## config.mk

```make
export PLATFORM = sky130hd
export DESIGN_NAME = bump_turn_ctrl
export DESIGN_NICKNAME = d
export VERILOG_FILES = /design/src/rtl/bump_turn_ctrl_pkg.sv /design/src/rtl/bump_turn_ctrl_maneuver_timer.sv /design/src/rtl/bump_turn_ctrl.sv
export SDC_FILE = /design/constraint.sdc
export NUM_CORES = 1
export LEC_CHECK = 0
export BUFFER_PORTS_ARGS = -buffer_cell sky130_fd_sc_hd__buf_2
export CAP_MARGIN = 20
export CORE_ASPECT_RATIO = 1.75
export CORE_MARGIN = 1.5
export CORE_UTILIZATION = 60
export DETAILED_ROUTE_END_ITERATION = 8
export PLACE_DENSITY = 0.9
export SLEW_MARGIN = 10
export SYNTH_ARGS = -nofsm -noshare
export SYNTH_HDL_FRONTEND = slang
export SYNTH_SLANG_ARGS = --single-unit
```

## constraint.sdc

```tcl
create_clock -name clk -period 3.65 [get_ports clk]
set_input_delay 1.095 -clock clk [delete_from_list [all_inputs] [get_ports clk]]
set_output_delay 1.095 -clock clk [all_outputs]
set_load 0.05 [all_outputs]
```

## src/rtl/bump_turn_ctrl_pkg.sv

```systemverilog
// Shared encodings for the bump/turn maneuver controller: drive commands,
// FSM states and the maneuver timer width.
package bump_turn_ctrl_pkg;

  localparam int TIMER_W = 11;

  typedef enum logic [1:0] {
    CMD_STOP = 2'b00,
    CMD_FWD  = 2'b01,
    CMD_REV  = 2'b10,
    CMD_TURN = 2'b11
  } drive_cmd_e;

  typedef enum logic [1:0] {
    ST_IDLE   = 2'b00,
    ST_FWD    = 2'b01,
    ST_BACKUP = 2'b10,
    ST_TURN   = 2'b11
  } state_e;

  function automatic drive_cmd_e state_cmd(input state_e s);
    drive_cmd_e c;
    case (s)
      ST_FWD:    c = CMD_FWD;
      ST_BACKUP: c = CMD_REV;
      ST_TURN:   c = CMD_TURN;
      default:   c = CMD_STOP;
    endcase
    return c;
  endfunction

endpackage

```

## src/rtl/bump_turn_ctrl_maneuver_timer.sv

```systemverilog
// Loadable down counter timing the BACKUP and TURN phases.
// Priority: clear over load over decrement; decrement saturates at zero.
module maneuver_timer
  import bump_turn_ctrl_pkg::*;
(
  input  logic               clk,
  input  logic               rst,
  input  logic               clear,
  input  logic               load,
  input  logic               dec,
  input  logic [TIMER_W-1:0] load_val,
  output logic               zero
);

  logic [TIMER_W-1:0] count;

  always_ff @(posedge clk or posedge rst) begin
    if (rst) begin
      count <= '0;
    end else if (clear) begin
      count <= '0;
    end else if (load) begin
      count <= load_val;
    end else if (dec && (count != '0)) begin
      count <= count - 1'b1;
    end
  end

  assign zero = (count == '0);

endmodule

```

## src/rtl/bump_turn_ctrl.sv

```systemverilog
// Bumper maneuver controller: reverse for BACKUP_CYCLES, spin for a random
// length/direction taken from the LFSR word, then resume forward drive.
// Build option BUMP_DEBOUNCE_EN: bump must be high for 3 samples after a low.
module bump_turn_ctrl
  import bump_turn_ctrl_pkg::*;
#(
  parameter int BACKUP_CYCLES = 64,
  parameter int TURN_MIN      = 16
) (
  input  logic       clk,
  input  logic       rst,
  input  logic       enable,
  input  logic       bump,
  input  logic [9:0] random_number,
  output logic [1:0] drive_cmd,
  output logic       turn_dir,
  output logic       busy,
  output logic       maneuver_done,
  output state_e     state_dbg
);

  localparam logic [TIMER_W-1:0] BACKUP_LOAD = TIMER_W'(BACKUP_CYCLES - 1);
  localparam logic [TIMER_W-1:0] TURN_BASE   = TIMER_W'(TURN_MIN - 1);

  state_e             state, state_nxt;
  logic               bump_edge;
  logic [9:0]         snap;
  logic               snap_load;
  logic               dir_load;
  logic               done_nxt;
  logic               tmr_clear, tmr_load, tmr_dec, tmr_zero;
  logic [TIMER_W-1:0] tmr_load_val;

`ifdef BUMP_DEBOUNCE_EN
  logic [2:0] bump_hist;

  always_ff @(posedge clk or posedge rst) begin
    if (rst) begin
      bump_hist <= '0;
    end else begin
      bump_hist <= {bump_hist[1:0], bump};
    end
  end

  // Third consecutive high sample, with a low sample just before the run.
  assign bump_edge = bump & bump_hist[0] & bump_hist[1] & ~bump_hist[2];
`else
  logic bump_q;

  always_ff @(posedge clk or posedge rst) begin
    if (rst) begin
      bump_q <= 1'b0;
    end else begin
      bump_q <= bump;
    end
  end

  assign bump_edge = bump & ~bump_q;
`endif

  maneuver_timer u_timer (
    .clk      (clk),
    .rst      (rst),
    .clear    (tmr_clear),
    .load     (tmr_load),
    .dec      (tmr_dec),
    .load_val (tmr_load_val),
    .zero     (tmr_zero)
  );

  always_comb begin
    state_nxt    = state;
    tmr_clear    = 1'b0;
    tmr_load     = 1'b0;
    tmr_dec      = 1'b0;
    tmr_load_val = BACKUP_LOAD;
    snap_load    = 1'b0;
    dir_load     = 1'b0;
    done_nxt     = 1'b0;
    // Dropping enable wins over any bump edge or timer expiry this cycle.
    if (!enable) begin
      state_nxt = ST_IDLE;
      tmr_clear = 1'b1;
    end else begin
      case (state)
        ST_IDLE: state_nxt = ST_FWD;
        ST_FWD: begin
          if (bump_edge) begin
            state_nxt = ST_BACKUP;
            tmr_load  = 1'b1;
            snap_load = 1'b1;
          end
        end
        ST_BACKUP: begin
          if (tmr_zero) begin
            state_nxt    = ST_TURN;
            tmr_load     = 1'b1;
            tmr_load_val = TURN_BASE + TIMER_W'(snap[9:1]);
            dir_load     = 1'b1;
          end else begin
            tmr_dec = 1'b1;
          end
        end
        ST_TURN: begin
          if (bump_edge) begin
            state_nxt = ST_BACKUP;
            tmr_load  = 1'b1;
            snap_load = 1'b1;
          end else if (tmr_zero) begin
            state_nxt = ST_FWD;
            done_nxt  = 1'b1;
          end else begin
            tmr_dec = 1'b1;
          end
        end
        default: state_nxt = ST_IDLE;
      endcase
    end
  end

  always_ff @(posedge clk or posedge rst) begin
    if (rst) begin
      state         <= ST_IDLE;
      drive_cmd     <= CMD_STOP;
      turn_dir      <= 1'b0;
      maneuver_done <= 1'b0;
      snap          <= '0;
    end else begin
      state         <= state_nxt;
      drive_cmd     <= state_cmd(state_nxt);
      maneuver_done <= done_nxt;
      if (dir_load) begin
        turn_dir <= snap[0];
      end
      if (snap_load) begin
        snap <= random_number;
      end
    end
  end

  assign busy      = (state == ST_BACKUP) || (state == ST_TURN);
  assign state_dbg = state;

endmodule

```

# ---- Word-level counts from Yosys, hierarchy flattened
# Cells that the tools add are included.
dict set report word_totals {
  register_bits 28
  latch_bits 0
  ram_bits 0
  rom_bits 0
  input_bits 14
  output_inout_bits 7
  wordCells 51
  memories 0
}
dict set report op_classes {
  n_addsub 2
  multipliers 0
  div_mod_pow 0
  magnitude_cmp 0
  n_eq_ne 7
  shift 0
  mux 27
  bitwise_logic 2
  n_reduce_logical 6
}
# operator count
set ops {}
lappend ops {{$mux 11} 3}
lappend ops {{$mux 10} 2}
lappend ops {{$mux 1} 13}
lappend ops {{$logic_not 11->1} 1}
lappend ops {{$reduce_bool 11->1} 1}
lappend ops {{$sub 11x1->11 const B} 1}
lappend ops {{$add 4x9->10 const A} 1}
lappend ops {{$mux 2} 5}
lappend ops {{$eq 2x2->1 const B} 4}
lappend ops {{$pmux 2 s4} 1}
lappend ops {{$pmux 2 s3} 1}
lappend ops {{$eq 2x1->1 const B} 2}
lappend ops {{$pmux 1 s2} 2}
lappend ops {{$ne 3x1->1 const B} 1}
lappend ops {{$logic_not 2->1} 1}
lappend ops {{$reduce_or 2->1} 1}
lappend ops {{$and 1x1->1} 1}
lappend ops {{$logic_and 1x1->1} 1}
lappend ops {{$logic_or 1x1->1} 1}
lappend ops {{$not 1->1} 1}

# ---- Logic depth before layout (Yosys ltp)
# Gate-level depths: netlist (run 1).
dict set report logic_depth {
  ltp_word 9
  mapped_depth 9
  ltp_nobuf 7
}

# ---- Modules after synthesis
# From an unflattened synthesis (run 1), not the netlist that was laid out.
dict set report unflattened {
  hier_cells 167
  hier_area_um2 1617.8
}
# module instances cells_per_inst area_each_um2 seq_area_each_um2
set modules_own_cells {}
lappend modules_own_cells {bump_turn_ctrl 1 82 868.3 400.4}
lappend modules_own_cells {maneuver_timer 1 85 749.5 275.3}

# ---- Worst setup path after synthesis (run 1)
# OpenSTA, ideal clock, no wires.
dict set report synth_timing {
  path_type {flip-flop to output port}
  from {register state[1] (netlist: state_dbg[1])}
  to {output port busy}
  t_arrival_ns 1.212
  required_time_ns 2.555
  slack_ns 1.343
  stages_incl_launch_ff 2
  path_buffers 1
  path_cell_list {dfrtp_1 clkbuf_1}
}
dict set report synth_between {
  elab_chain_cells 2
  elab_cells_between_ends 3
  classes_between {2 x eq/ne; 1 x reduce/logical}
}
# element line_no
set synth_rtl {}
lappend synth_rtl {{from (decl)} bump_turn_ctrl.sv:25} ;# state_e state, state_nxt;
lappend synth_rtl {{from (signal assigned)} bump_turn_ctrl.sv:129} ;# state <= state_nxt;
lappend synth_rtl {{$eq 2x2->1} bump_turn_ctrl.sv:141} ;# assign busy = (state == ST_BACKUP) || (state == ST_TURN);
lappend synth_rtl {{$logic_or 1x1->1 *} bump_turn_ctrl.sv:141}
lappend synth_rtl {{to (decl)} bump_turn_ctrl.sv:17} ;# output logic busy,
# Mark *: on every way between the ends. The rest lies on a longest branch, timed or not.

# ---- Final worst setup path (run 1)
dict set report layout_timing {
  from {register u_timer.count[0]}
  to {register u_timer.count[5]}
}
dict set report layout_between {
  elab_chain_cells 7
  elab_cells_between_ends 17
  classes_between {1 x add/sub; 1 x eq/ne; 12 x mux; 3 x reduce/logical}
}
# element line_no
set layout_rtl {}
lappend layout_rtl {{from (decl)} bump_turn_ctrl_maneuver_timer.sv:15} ;# logic [TIMER_W-1:0] count;
lappend layout_rtl {{from (signal assigned)} bump_turn_ctrl_maneuver_timer.sv:23} ;# count <= load_val;
lappend layout_rtl {{from (signal assigned)} bump_turn_ctrl_maneuver_timer.sv:25} ;# count <= count - 1'b1;
lappend layout_rtl {{$logic_not 11->1} bump_turn_ctrl_maneuver_timer.sv:29} ;# assign zero = (count == '0);
lappend layout_rtl {{$mux 1} {bump_turn_ctrl.sv:95, bump_turn_ctrl.sv:109}}
lappend layout_rtl {{$mux 1} bump_turn_ctrl.sv:105} ;# if (bump_edge) begin
lappend layout_rtl {{$pmux 1 s2} bump_turn_ctrl.sv:85} ;# case (state)
lappend layout_rtl {{$mux 1} bump_turn_ctrl.sv:81} ;# if (!enable) begin
lappend layout_rtl {{$logic_and 1x1->1} bump_turn_ctrl_maneuver_timer.sv:24} ;# end else if (dec && (count != '0)) begin
lappend layout_rtl {{$ne 3x1->1 (no line)} --}
# Parallel ways exist; a longest one is shown, timed or not. The select of a mux whose other input is x is not followed.
# A chain may end at the register's enable or synchronous reset.

==> results of run 1 <==
cells by family after synthesis:
| group | count (synthesis) |
|---|---|
| AO/OA/AOI/OAI | 32 |
| XOR/XNOR | 6 |
| adder cells (fa/ha/maj) | 2 |
| buffers and inverters | 16 |
| flip-flops | 27 |
| multiplexers | 11 |
| AND/OR/NAND/NOR | 54 |
area by class of cell:
type                            instances  area (µm²)  share of cell area [%]
Tap cell                               25        31.3                    1.86
Clock buffer                            3        41.3                    2.45
Clock inverter                          1        5.00                   0.297
Sequential cell                        27         676                    40.1
Multi-Input combinational cell        105         766                    45.5
Timing Repair Buffer                   22         135                    8.02
Inverter                                8        30.0                    1.78
power groups by stage:
stage	sequential (µW)	combinational [µW]	clock [µW]
2_1_floorplan	410	211	0
3_3_place_gp	396	277	0
3_5_place_dp	400	286	0
4_1_cts	393	288	171
5_1_grt	401	320	184
6_report	394	297	171
critical path: stages (launching register included):
cell and delay (ns):
dfrtp_1 0.43, inv_1 0.07, ha_1 0.17, or3b_1 0.51
o41a_4 0.56, o21ai_4 0.24, nand2_1 0.09, a32o_1 0.22
metal layers:
metal / global-route usage (%) / part of all wire, % / vias up
li1: - / - / 578
met1: 28.4 / 38 / 594
met2: 41.8 / 54 / 53
met3: 2.88 / 4.1 / 14
met4: 10.7 / 4.0 / 0
met5: 0 / 0 / -
registers in the layout, summed over array words and instances, names as in the netlist:
| name | flops |
|---|---|
| u_timer.count | 11 |
| maneuver_done | 1 |
| state_dbg | 2 |
| drive_cmd | 1 |
| turn_dir | 1 |
| snap | 10 |
| bump_q | 1 |
through the flow:
stage | cell area, µm² | utilization, % | worst slack [ns] | hold WS (ns)
after floorplan | 1510 | - | 1.34 | 0.459
after global placement | 1610 | 69.1 | 1.18 | 0.479
after detailed placement | 1610 | 69.1 | 1.11 | 0.496
after CTS | 1660 | 71.1 | 1.26 | 0.515
after global routing | 1680 | 72.2 | 1.13 | 0.555
final | 1680 | 72.2 | 1.25 | 0.522
final timing paths:
check | start | end | depth (start not counted)
worst min-delay path | turn_dir | turn_dir | 1
min in group asynchronous | rst | u_timer.count[7] | 2
worst max-delay path | u_timer.count[0] | u_timer.count[5] | 7
worst max register to register | u_timer.count[0] | u_timer.count[5] | 7
max in group asynchronous | rst | snap[9] | 3
worst min register to register | turn_dir | turn_dir | 1
synth_stat cells, types with 2 or more instances:
| library cell | instances | area (µm²) |
|---|---|---|
| nor2_1 | 8 | 30.0 |
| clkbuf_1 | 3 | 11.3 |
| xor2_1 | 5 | 43.8 |
| nor3_1 | 6 | 30.0 |
| nand3_1 | 3 | 15.0 |
| o21a_1 | 3 | 22.5 |
| ha_1 | 2 | 25.0 |
| nor3b_1 | 4 | 30.0 |
| dfrtp_1 | 27 | 676 |
| nand2b_1 | 3 | 18.8 |
| a221oi_1 | 3 | 26.3 |
| buf_2 | 3 | 15.0 |
| or4_1 | 2 | 15.0 |
| nand2_1 | 10 | 37.5 |
| inv_1 | 8 | 30.0 |
| or3_1 | 3 | 18.8 |
| o211ai_1 | 2 | 15.0 |
| nor4_1 | 4 | 25.0 |
| o21ai_0 | 6 | 30.0 |
| a21oi_1 | 2 | 10.0 |
| mux2_2 | 11 | 124 |
| nand3b_1 | 2 | 15.0 |
==> metrics.md, run 1 <==
| Metric | Value |
|---|---|
| Worst-margin pin slew | 0.586 ns |
| Largest family of logic cells by synthesized area | simple AND/OR/NAND/NOR gates |
| RSZ-0062 raised after global routing | false |
| Initial antenna violation count | 0 |
| GRT Overall Usage | 24.7% |
| Yosys warns | 0 |
| Period Utilization, post-route | around two thirds |
| Max Cap Viol | 0 |
| Clock Power Share | approximately 20% |
| Crit end category | register |
| Sw frac | 36.7% |
| Die area | 2840 µm² |
| H-tree depth | 1 |
| Crit path max fanout | 9 |
| Sequential share of power | 45.7% |
| Commonest non-fill, non-tap cell in the layout | dfrtp_1 |
| Crit Path Class | reg -> reg |
| 1st-pass router iterations | 4 |
| Area share of fa/ha/maj cells after synthesis | around 1.7% |
| Seq cells post-synth | 27 |
| NetSw | 316 µW |
| TritonCTS clock tree | built |
| Minimum clock period after layout | about 2.4 ns |
| Residual DRC | 0 |
| Vias in the first global route | 1194 |
| Vias | 1239 |
| Layout Skew | about 0.0056 ns |
| Pin count of the biggest net entering global routing | 28 |
| Global-route wire length before repair | 5000 µm |
| Initial drt markers | 63 |
| Non-filler cells, final | 191 |
| CTS Buf Count | 3 |
| FMAX | 416 MHz |
| Top_reg_cell synth | dfrtp_1 |
| Die width | 40.9 µm |
| Dpl hpwl | around 2400 µm |
| Routed WL | 3200 µm |
| Num ports | 21 |
| Xor/xnor share of the synthesized area | 3.48% |
| Post-synthesis simple-gate area fraction | 20.3% |
| Nets | 183 |
| Req. time, crit path | ~3.8 ns |
| Setup bufs post-CTS | 0 |
| Fraction of layout cells with a size suffix above 1 | 26.5% |
| Endpoints failing setup | 0 |
| Sequential share of the synthesized area | between 40 and 50% |
| Resized Gates After CTS | 0 |
| Mapped Nets | around 160 |
| CTS root buffer | clkbuf_8 |
| Status | finished, final reports clean |
| Unique masters post-synth | 50 |
| Post-synth ARST share | 100% |
| FILL cells | 159 |
| Rel. slew slack | 60.6% |
| Lkg Pwr | between 0.0008 and 0.0009 µW |
| Slew Limit Fails | 0 |
| # hold bufs at CTS | 0 |
| Skew-Pair Late Insertion Delay | 0.28 ns |
| GPL Wtd Cong | between 0.8 and 0.9 |
| Clk buf depth | 2 |
| Core area | 2330 µm² |
| Ant diodes | 0 |
| CP arrival | 2.58 ns |
| Port-buffer cells | 20 |
| Compound-Gate Fraction of Synth Area | between 10% and 20% |
| Reg2Reg Setup Slack | 1.25 ns |
| Fin Setup TNS | 0 ns |
| Row count | 23 |
| Grt total ovfl | 0 |
| EDFF count, synth | 0 |
| VDD IR-drop max | 0.402 mV |
| CP startpoint kind | register |
| Vias/cell | roughly 6.5 |
| Syn Area/Cell | 10.2 µm² |
| P_int | 545 µW |
| Synthesis-to-layout area growth | 11.6% |
| Placed Cells | 186 |
| Post-DR wirelength/cell | 16.7 µm |
| Most frequent cells in the layout | dfrtp_1, buf_2, mux2_2, nand2_1 |
| Worst-path clk slew | 0.09 ns |
| Endpoints failing hold | 0 |
| Logic pwr share | 34.5% |
| Die Height | a little under 70 µm |
| Mux contribution to synthesized area | ~8.2% |
| Starting Density | roughly 65% |
| Netlist area before placement | 1510 µm² |
| Tot Pwr | 861 µW |
| Hold crit path type | reg -> reg |
| Synth Instances | 148 |
| Post-DRT Antenna Nets | 0 |
| Clock sink total | 27 |
| P per Cell Area | 511 nW/µm² |
Power figures use the tool's default switching activity.
==> inputs of run 2 (changes only) <==
--- a/config.mk
+++ b/config.mk
@@ -5,13 +5,14 @@
 export SDC_FILE = /design/constraint.sdc
 export NUM_CORES = 1
 export LEC_CHECK = 0
+export ABC_AREA = 1
 export BUFFER_PORTS_ARGS = -buffer_cell sky130_fd_sc_hd__buf_2
 export CAP_MARGIN = 20
 export CORE_ASPECT_RATIO = 1.75
 export CORE_MARGIN = 1.5
-export CORE_UTILIZATION = 60
+export CORE_UTILIZATION = 57
 export DETAILED_ROUTE_END_ITERATION = 8
-export PLACE_DENSITY = 0.9
+export PLACE_DENSITY = 0.86
 export SLEW_MARGIN = 10
 export SYNTH_ARGS = -nofsm -noshare
 export SYNTH_HDL_FRONTEND = slang
==> constraint.sdc (replaced) <==
create_clock -name clk -period 2.49 [get_ports clk]
set_input_delay 0.747 -clock clk [delete_from_list [all_inputs] [get_ports clk]]
set_output_delay 0.747 -clock clk [all_outputs]
set_load 0.05 [all_outputs]
==> run 2 against run 1 <==
  * Synthesized cell count up 51%
  * Via count up 23%
  * Register-to-register slack lost 0.78 ns
  * Critical path depth up 2
==> metrics.md, run 2 <==
| Metric | Value |
|---|---|
| Initial drt markers | 77 (+22%) |
| Hold crit path type | reg -> reg |
| Die Height | 75.1 µm (+8.3%) |
| Seq cells post-synth | 27 (unchanged) |
| Port-buffer cells | 20 (unchanged) |
| Largest area contributor in the netlist | dfrtp_1 |
| Ant diodes | 0 (unchanged) |
| Biggest register | u_timer.count |
| Vias | 1525 (+23%) |
| Syn Area/Cell | 7.59 µm² (-26%) |
| Rel. slew slack | 60.9% (+0.35 points) |
| RSZ-0062 raised after global routing | false |
| Vias/cell | 5.69 (-12%) |
| Skew-Pair Late Insertion Delay | 0.28 ns (about the same) |
| Hold Path End | turn_dir |
| Top cell type's share of synthesized area | 39.9% (-4.8 points) |
| Starting Density | 59.1% (-5.6 points) |
| Unique masters post-synth | 26 (-48%) |
| Most frequent cells after synthesis | nand2_1, dfrtp_1, nand3_1 |
| CP arrival | 2.21 ns (-0.37 ns) |
| Worst hold start | snap[0] |
| Slew Limit Fails | 0 (unchanged) |
| Fraction of layout cells with a size suffix above 1 | 21.3% (-5.3 points) |
| Worst R2R Start | u_timer.count[0] |
| Max Cap Viol | 0 (unchanged) |
| Most frequent cells in the layout | nand2_1, dfrtp_1, nand3_1, inv_1 |
| Synthesis-to-layout area growth | 8.43% |
| Fin worst setup slack | 0.466 ns (-0.779 ns) |
| Routed WL | 3610 µm (+13%) |
| Endpoints failing hold | 0 (unchanged) |
| CP startpoint kind | register |
| Worst-path clk slew | 0.10 ns (about the same) |
| Worst hold stages | 2 (+1) |
| Residual DRC | 0 (unchanged) |
| CTS root buffer | clkbuf_8 |
| Initial antenna violation count | 0 (unchanged) |
| Lkg Pwr | 0.00100 µW (+24%) |
| GRT Overall Usage | 25.8% (+1.1 points) |
| Worst-margin pin slew | 0.584 ns (-0.00151 ns) |
| Status | finished, final reports clean |
| FILL cells | 255 (+60%) |
| CP max-delay cell | dfrtp_1 |
| Most common cell in the netlist | nand2_1 |
| Delay-heaviest family, CP | simple AND/OR/NAND/NOR gates |
| Clk buf depth | 2 (unchanged) |
| Setup bufs post-CTS | 0 (unchanged) |
| P per Cell Area | 1220 nW/µm² (+140%) |
| Place WS | 0.348 ns (-0.761 ns) |
| R2r worst-path depth | 9 (+2) |
| Worst path cell trace | inv_1 -> ha_1 -> nand2_2 -> nor2_4 -> nand4_2 -> inv_1 -> nand2_1 -> nand3_2 -> nand2_1 |
| Top post-synthesis cells by area | dfrtp_1, nand2_1, nand3_1 |
| Vias in the first global route | 1559 (+31%) |
| Minimum clock period after layout | 2.02 ns (-0.381 ns) |
| Reg2Reg Setup Slack | 0.47 ns (-0.78 ns) |
| Crit Path Class | reg -> reg |
| Die area | 3320 µm² (+17%) |
| Resized Gates After CTS | 0 (unchanged) |
| Top_reg_cell synth | dfrtp_1 |
| Layout Skew | 0.00802 ns (+0.00246 ns) |
| Dpl hpwl | 2720 µm (+15%) |
| # hold bufs at CTS | 0 (unchanged) |
| Post-DR wirelength/cell | 13.5 µm (-19%) |
| Mapped Nets | 239 (+46%) |
| Crit end category | register |
| Fin Setup TNS | 0 ns (unchanged) |
| EDFF count, synth | 0 (unchanged) |
| Post-synth ARST share | 100% (unchanged) |
| 1st-pass router iterations | 5 (+1) |
| FMAX | 494 MHz (+19%) |
| Nets | 257 (+40%) |
| H-tree depth | 1 (unchanged) |
| Yosys warns | 0 (unchanged) |
| Number of flip-flops in the largest register | 11 (unchanged) |
| Synth Instances | 223 (+51%) |
| Core area | 2860 µm² (+23%) |
| Multi-input logic area | 858 µm² (+12%) |
| Reg area | 676 µm² (unchanged) |
| GPL Wtd Cong | 0.908 (+3.8%) |
| Global-route wire length before repair | 6310 µm (+26%) |
| Period Utilization, post-route | 81.3% (+15 points) |
| Row count | 26 (+13%) |
| Reg2Reg Capture Point | u_timer.count[2] |
| Clock sink total | 27 (unchanged) |
| Crit path max fanout | 12 (+3) |
| Num ports | 21 (unchanged) |
| TritonCTS clock tree | built |
| Commonest non-fill, non-tap cell in the layout | nand2_1 |
| VDD IR-drop max | 0.646 mV (+61%) |
| Sequential share of the synthesized area | 39.9% (-4.8 points) |
| Post-DRT Antenna Nets | 0 (unchanged) |
| Pin count of the biggest net entering global routing | 28 (unchanged) |
| Die width | 44.2 µm (+8.0%) |
| Critical Path Max Stage Delay | 0.42 ns (-0.14 ns) |
| Grt total ovfl | 0 (unchanged) |
| Endpoints failing setup | 0 (unchanged) |
| CTS Buf Count | 3 (unchanged) |
| Req. time, crit path | 2.68 ns (-1.14 ns) |
| Netlist area before placement | 1690 µm² (+12%) |
| WP buf/inv | 2 (+1) |
## run 2: changes by cell type in the layout (fill, tap and decap cells not counted), sizes merged, moves of 4 or more
cell | previous run | this run
nor3 | 6 | 1
nand2 | 10 | 68
o21ai | 7 | 2
nor4 | 4 | 0
nor2 | 10 | 23
a21oi | 2 | 10
mux2 | 11 | 3
nand4 | 1 | 12
inv | 8 | 26
nor3b | 4 | 0
nand3 | 3 | 31
## run 2: worst max-delay path by stage
stage	endpoint	slack (ns)	from	depth (start not counted)
3_5_place_dp	snap[3]	0.35	bump	7
4_1_cts	u_timer.count[3]	0.51	u_timer.count[0]	9
2_1_floorplan	busy	0.53	state_dbg[1]	1
3_3_place_gp	u_timer.count[9]	0.41	bump	8
5_1_grt	u_timer.count[3]	0.33	u_timer.count[0]	9
6_report	u_timer.count[2]	0.47	u_timer.count[0]	9
## run 2: cell families (layout without fill, tap and decap cells)
kind of cell	Yosys count	in the layout	share of synthesized area [%]
mux	3	3	2.00
fa+ha+maj	2	2	1.48
buf+inv	36	53	9.32
compound gates	12	12	4.22
flops	27	27	39.9
simple gates	135	135	38.9
xor+xnor	8	8	4.14
## run 2: per-stage QoR
| step | std cells | util (%) | cell area, µm² | power [µW] | hold slack (ns) |
|---|---|---|---|---|---|
| global route | 268 | 64.1 | 1830 | 2470 | 0.516 |
| global placement | 264 | 62.4 | 1790 | 1940 | 0.448 |
| detailed placement | 264 | 62.4 | 1790 | 1980 | 0.459 |
| finish | 268 | 64.1 | 1830 | 2250 | 0.477 |
| CTS | 268 | 64.1 | 1830 | 2250 | 0.482 |
| floorplan | 223 | - | 1690 | 1760 | 0.436 |
## run 2: layer usage
metal  GRT usage [%]  part of all wire (%)  wire length, µm  vias to the layer above
li1                -                     -                -                      750
met1            26.2                    37             1340                      718
met2            48.7                    58             2080                       48
met3            3.12                   3.8              138                        9
met4            14.8                   1.5               56                        0
met5               0                     0                0                        -
## run 2: worst min-delay path, delay by kind of cell, from the launching register on
family | cells | cell delay (ns)
flops | 1 | 0.35
simple gates | 2 | 0.10
## run 2: power breakdown
group          internal, µW  switching [µW]  leakage, µW  total (µW)
combinational           438             835     0.000643        1270
sequential              578             131     0.000337         709
clock                   114             149    0.0000217         263
total                  1130            1120      0.00100        2250
## run 2: layout make-up
class,count,area share [%]
Multi-Input combinational cell,160,46.8
Sequential cell,27,36.8
Timing Repair Buffer,22,6.28
Inverter,27,5.53
Clock buffer,3,2.25
Tap cell,28,1.91
Clock inverter,1,0.409
==> inputs of run 3 (changes only) <==
--- a/config.mk
+++ b/config.mk
@@ -10,9 +10,9 @@
 export CAP_MARGIN = 20
 export CORE_ASPECT_RATIO = 1.75
 export CORE_MARGIN = 1.5
-export CORE_UTILIZATION = 57
+export CORE_UTILIZATION = 52
 export DETAILED_ROUTE_END_ITERATION = 8
-export PLACE_DENSITY = 0.86
+export PLACE_DENSITY = 0.83
 export SLEW_MARGIN = 10
 export SYNTH_ARGS = -nofsm -noshare
 export SYNTH_HDL_FRONTEND = slang
==> constraint.sdc (replaced) <==
create_clock -name clk -period 1.8 [get_ports clk]
set_input_delay 0.54 -clock clk [delete_from_list [all_inputs] [get_ports clk]]
set_output_delay 0.54 -clock clk [all_outputs]
set_load 0.05 [all_outputs]
==> run 3 against run 2 <==
  * Global-route usage shrank 0.98 points
  * Largest power group unchanged
  * Design area grew 5.9%
  * Utilization shrank 1.6 points
==> metrics.md, run 3 (synthesis gave the netlist of run 2 again) <==
| Metric | Value |
|---|---|
| Initial antenna violation count | 0 (unchanged) |
| Vias | 1532 (+0.46%) |
| Global-route wire length before repair | 6500 µm (+2.9%) |
| NetSw | 1580 µW (+42%) |
| Most frequent cells in the layout | nand2_1, dfrtp_1, nand3_1, inv_1 |
| Grt total ovfl | 0 (unchanged) |
| Reg area | 676 µm² (unchanged) |
| Max Cap Viol | 0 (unchanged) |
| Fin Setup TNS | 0 ns (unchanged) |
| Biggest register | u_timer.count |
| Multi-input logic area | 858 µm² (unchanged) |
| Post-DR wirelength/cell | 12.9 µm (-4.6%) |
| Routed WL | 3760 µm (+3.9%) |
| Layout Skew | 0.00230 ns (-0.00573 ns) |
| Skew-Pair Late Insertion Delay | 0.28 ns (about the same) |
| Die width | 46.1 µm (+4.4%) |
| Port-buffer cells | 20 (unchanged) |
| Setup bufs post-CTS | 0 (unchanged) |
| Pin count of the biggest net entering global routing | 28 (unchanged) |
| Die area | 3620 µm² (+9.1%) |
| CP startpoint | u_timer.count[0] |
| Crit Path Class | reg -> reg |
| Vias in the first global route | 1572 (+0.83%) |
| Req. time, crit path | 2.02 ns (-0.66 ns) |
| Logic pwr share | 59.9% (+3.2 points) |
| Synthesis-to-layout area growth | 14.9% |
| CTS root buffer | clkbuf_8 |
| # hold bufs at CTS | 0 (unchanged) |
| Slew Limit Fails | 0 (unchanged) |
| 1st-pass router iterations | 4 (-1) |
| Rel. slew slack | 75.1% (+14 points) |
| RSZ-0062 raised after global routing | false |
| Hold crit path type | in -> async |
| Starting Density | 54.4% (-4.7 points) |
| Endpoints failing setup | 0 (unchanged) |
| Worst-margin pin slew | 0.372 ns (-0.212 ns) |
| FMAX | 600 MHz (+21%) |
| Ant diodes | 0 (unchanged) |
| FILL cells | 292 (+15%) |
| Endpoints failing hold | 0 (unchanged) |
| Commonest non-fill, non-tap cell in the layout | nand2_1 |
| P_int | 1730 µW (+53%) |
| TritonCTS clock tree | built |
| CP arrival | 1.88 ns (-0.33 ns) |
| Post-DRT Antenna Nets | 0 (unchanged) |
| Sw frac | 47.8% (-1.8 points) |
| Vias/cell | 5.25 (-7.8%) |
| Dpl hpwl | 2880 µm (+5.7%) |
| Fraction of layout cells with a size suffix above 1 | 24.9% (+3.6 points) |
| Crit path max fanout | 12 (unchanged) |
| H-tree depth | 1 (unchanged) |
| Residual DRC | 0 (unchanged) |
| Minimum clock period after layout | 1.67 ns (-0.356 ns) |
| Worst-path clk slew | 0.09 ns (about the same) |
| Resized Gates After CTS | 0 (unchanged) |
| P per Cell Area | 1700 nW/µm² (+39%) |
| Lkg Pwr | 0.00106 µW (+5.7%) |
| Final hold slack | 0.328 ns (-0.149 ns) |
| Row count | 27 (+3.8%) |
| VDD IR-drop max | 0.884 mV (+37%) |
| CTS Buf Count | 3 (unchanged) |
| Initial drt markers | 29 (-62%) |
| Num ports | 21 (unchanged) |
| Nets | 266 (+3.5%) |
| Clock Power Share | 10.6% (-1.1 points) |
| Clock sink total | 27 (unchanged) |
| Period Utilization, post-route | 92.6% (+11 points) |
| Crit end category | register |
| Clk buf depth | 2 (unchanged) |
| Die Height | 78.5 µm (+4.5%) |
| CP startpoint kind | register |
| Sequential share of power | 29.5% (-2.1 points) |
| GRT Overall Usage | 24.8% (-0.98 points) |
| Status | finished, final reports clean |
| GPL Wtd Cong | 0.879 (-3.1%) |
| R2r worst-path depth | 11 (+2) |
| Number of flip-flops in the largest register | 11 (unchanged) |
| Core area | 3110 µm² (+8.6%) |
| Worst R2R Start | u_timer.count[0] |
-- run 3: stage by stage --
step	cell area (µm²)	cells	total power, µW	util [%]	setup WS (ns)
finish	1940	292	3310	62.5	0.132
detailed placement	1900	288	2960	61.0	0.147
global placement	1900	288	2890	61.0	0.210
floorplan	1690	223	2440	-	0.0450
CTS	1940	292	3320	62.5	0.132
global route	1940	292	3600	62.5	0.0218
-- run 3: routing by layer --
metal	vias up	wire [µm]	part of all wire (%)	global-route usage, %
li1	763	-	-	-
met1	708	1380	37	24.8
met2	43	2060	55	43.3
met3	18	141	3.8	4.60
met4	0	177	4.7	15.7
met5	-	0	0	0
-- run 3: final timing paths --
kind / end / slack [ns]
min reg2reg: turn_dir / 0.49
min in group clk: bump_q / 0.37
max reg2reg: u_timer.count[1] / 0.13
min: snap[6] / 0.33
max in group asynchronous: u_timer.count[6] / 1.21
max: u_timer.count[1] / 0.13
-- run 3: final cells by class --
type                            instances  share of cell area, %
Tap cell                               43                   2.77
Inverter                               27                   5.22
Timing Repair Buffer                   31                   10.7
Clock buffer                            3                   2.12
Clock inverter                          1                  0.258
Multi-Input combinational cell        160                   44.2
Sequential cell                        27                   34.8
-- run 3: power groups by stage --
stage,Sequential [µW],Clock [µW],Combinational (µW)
floorplan,1030,0,1410
global placement,975,0,1920
detailed placement,987,0,1970
CTS,974,358,1990
global route,998,377,2230
finish,977,350,1980
-- run 3: critical path: stages, from the launching register on --
cell and delay [ns]:
dfrtp_1 0.38, inv_1 0.07, ha_1 0.24, nand2_2 0.11, nor2_4 0.05, buf_4 0.13
nand2_2 0.11, nand2_4 0.07, a21oi_4 0.14, buf_12 0.16, nand3_2 0.06, nand2_1 0.08
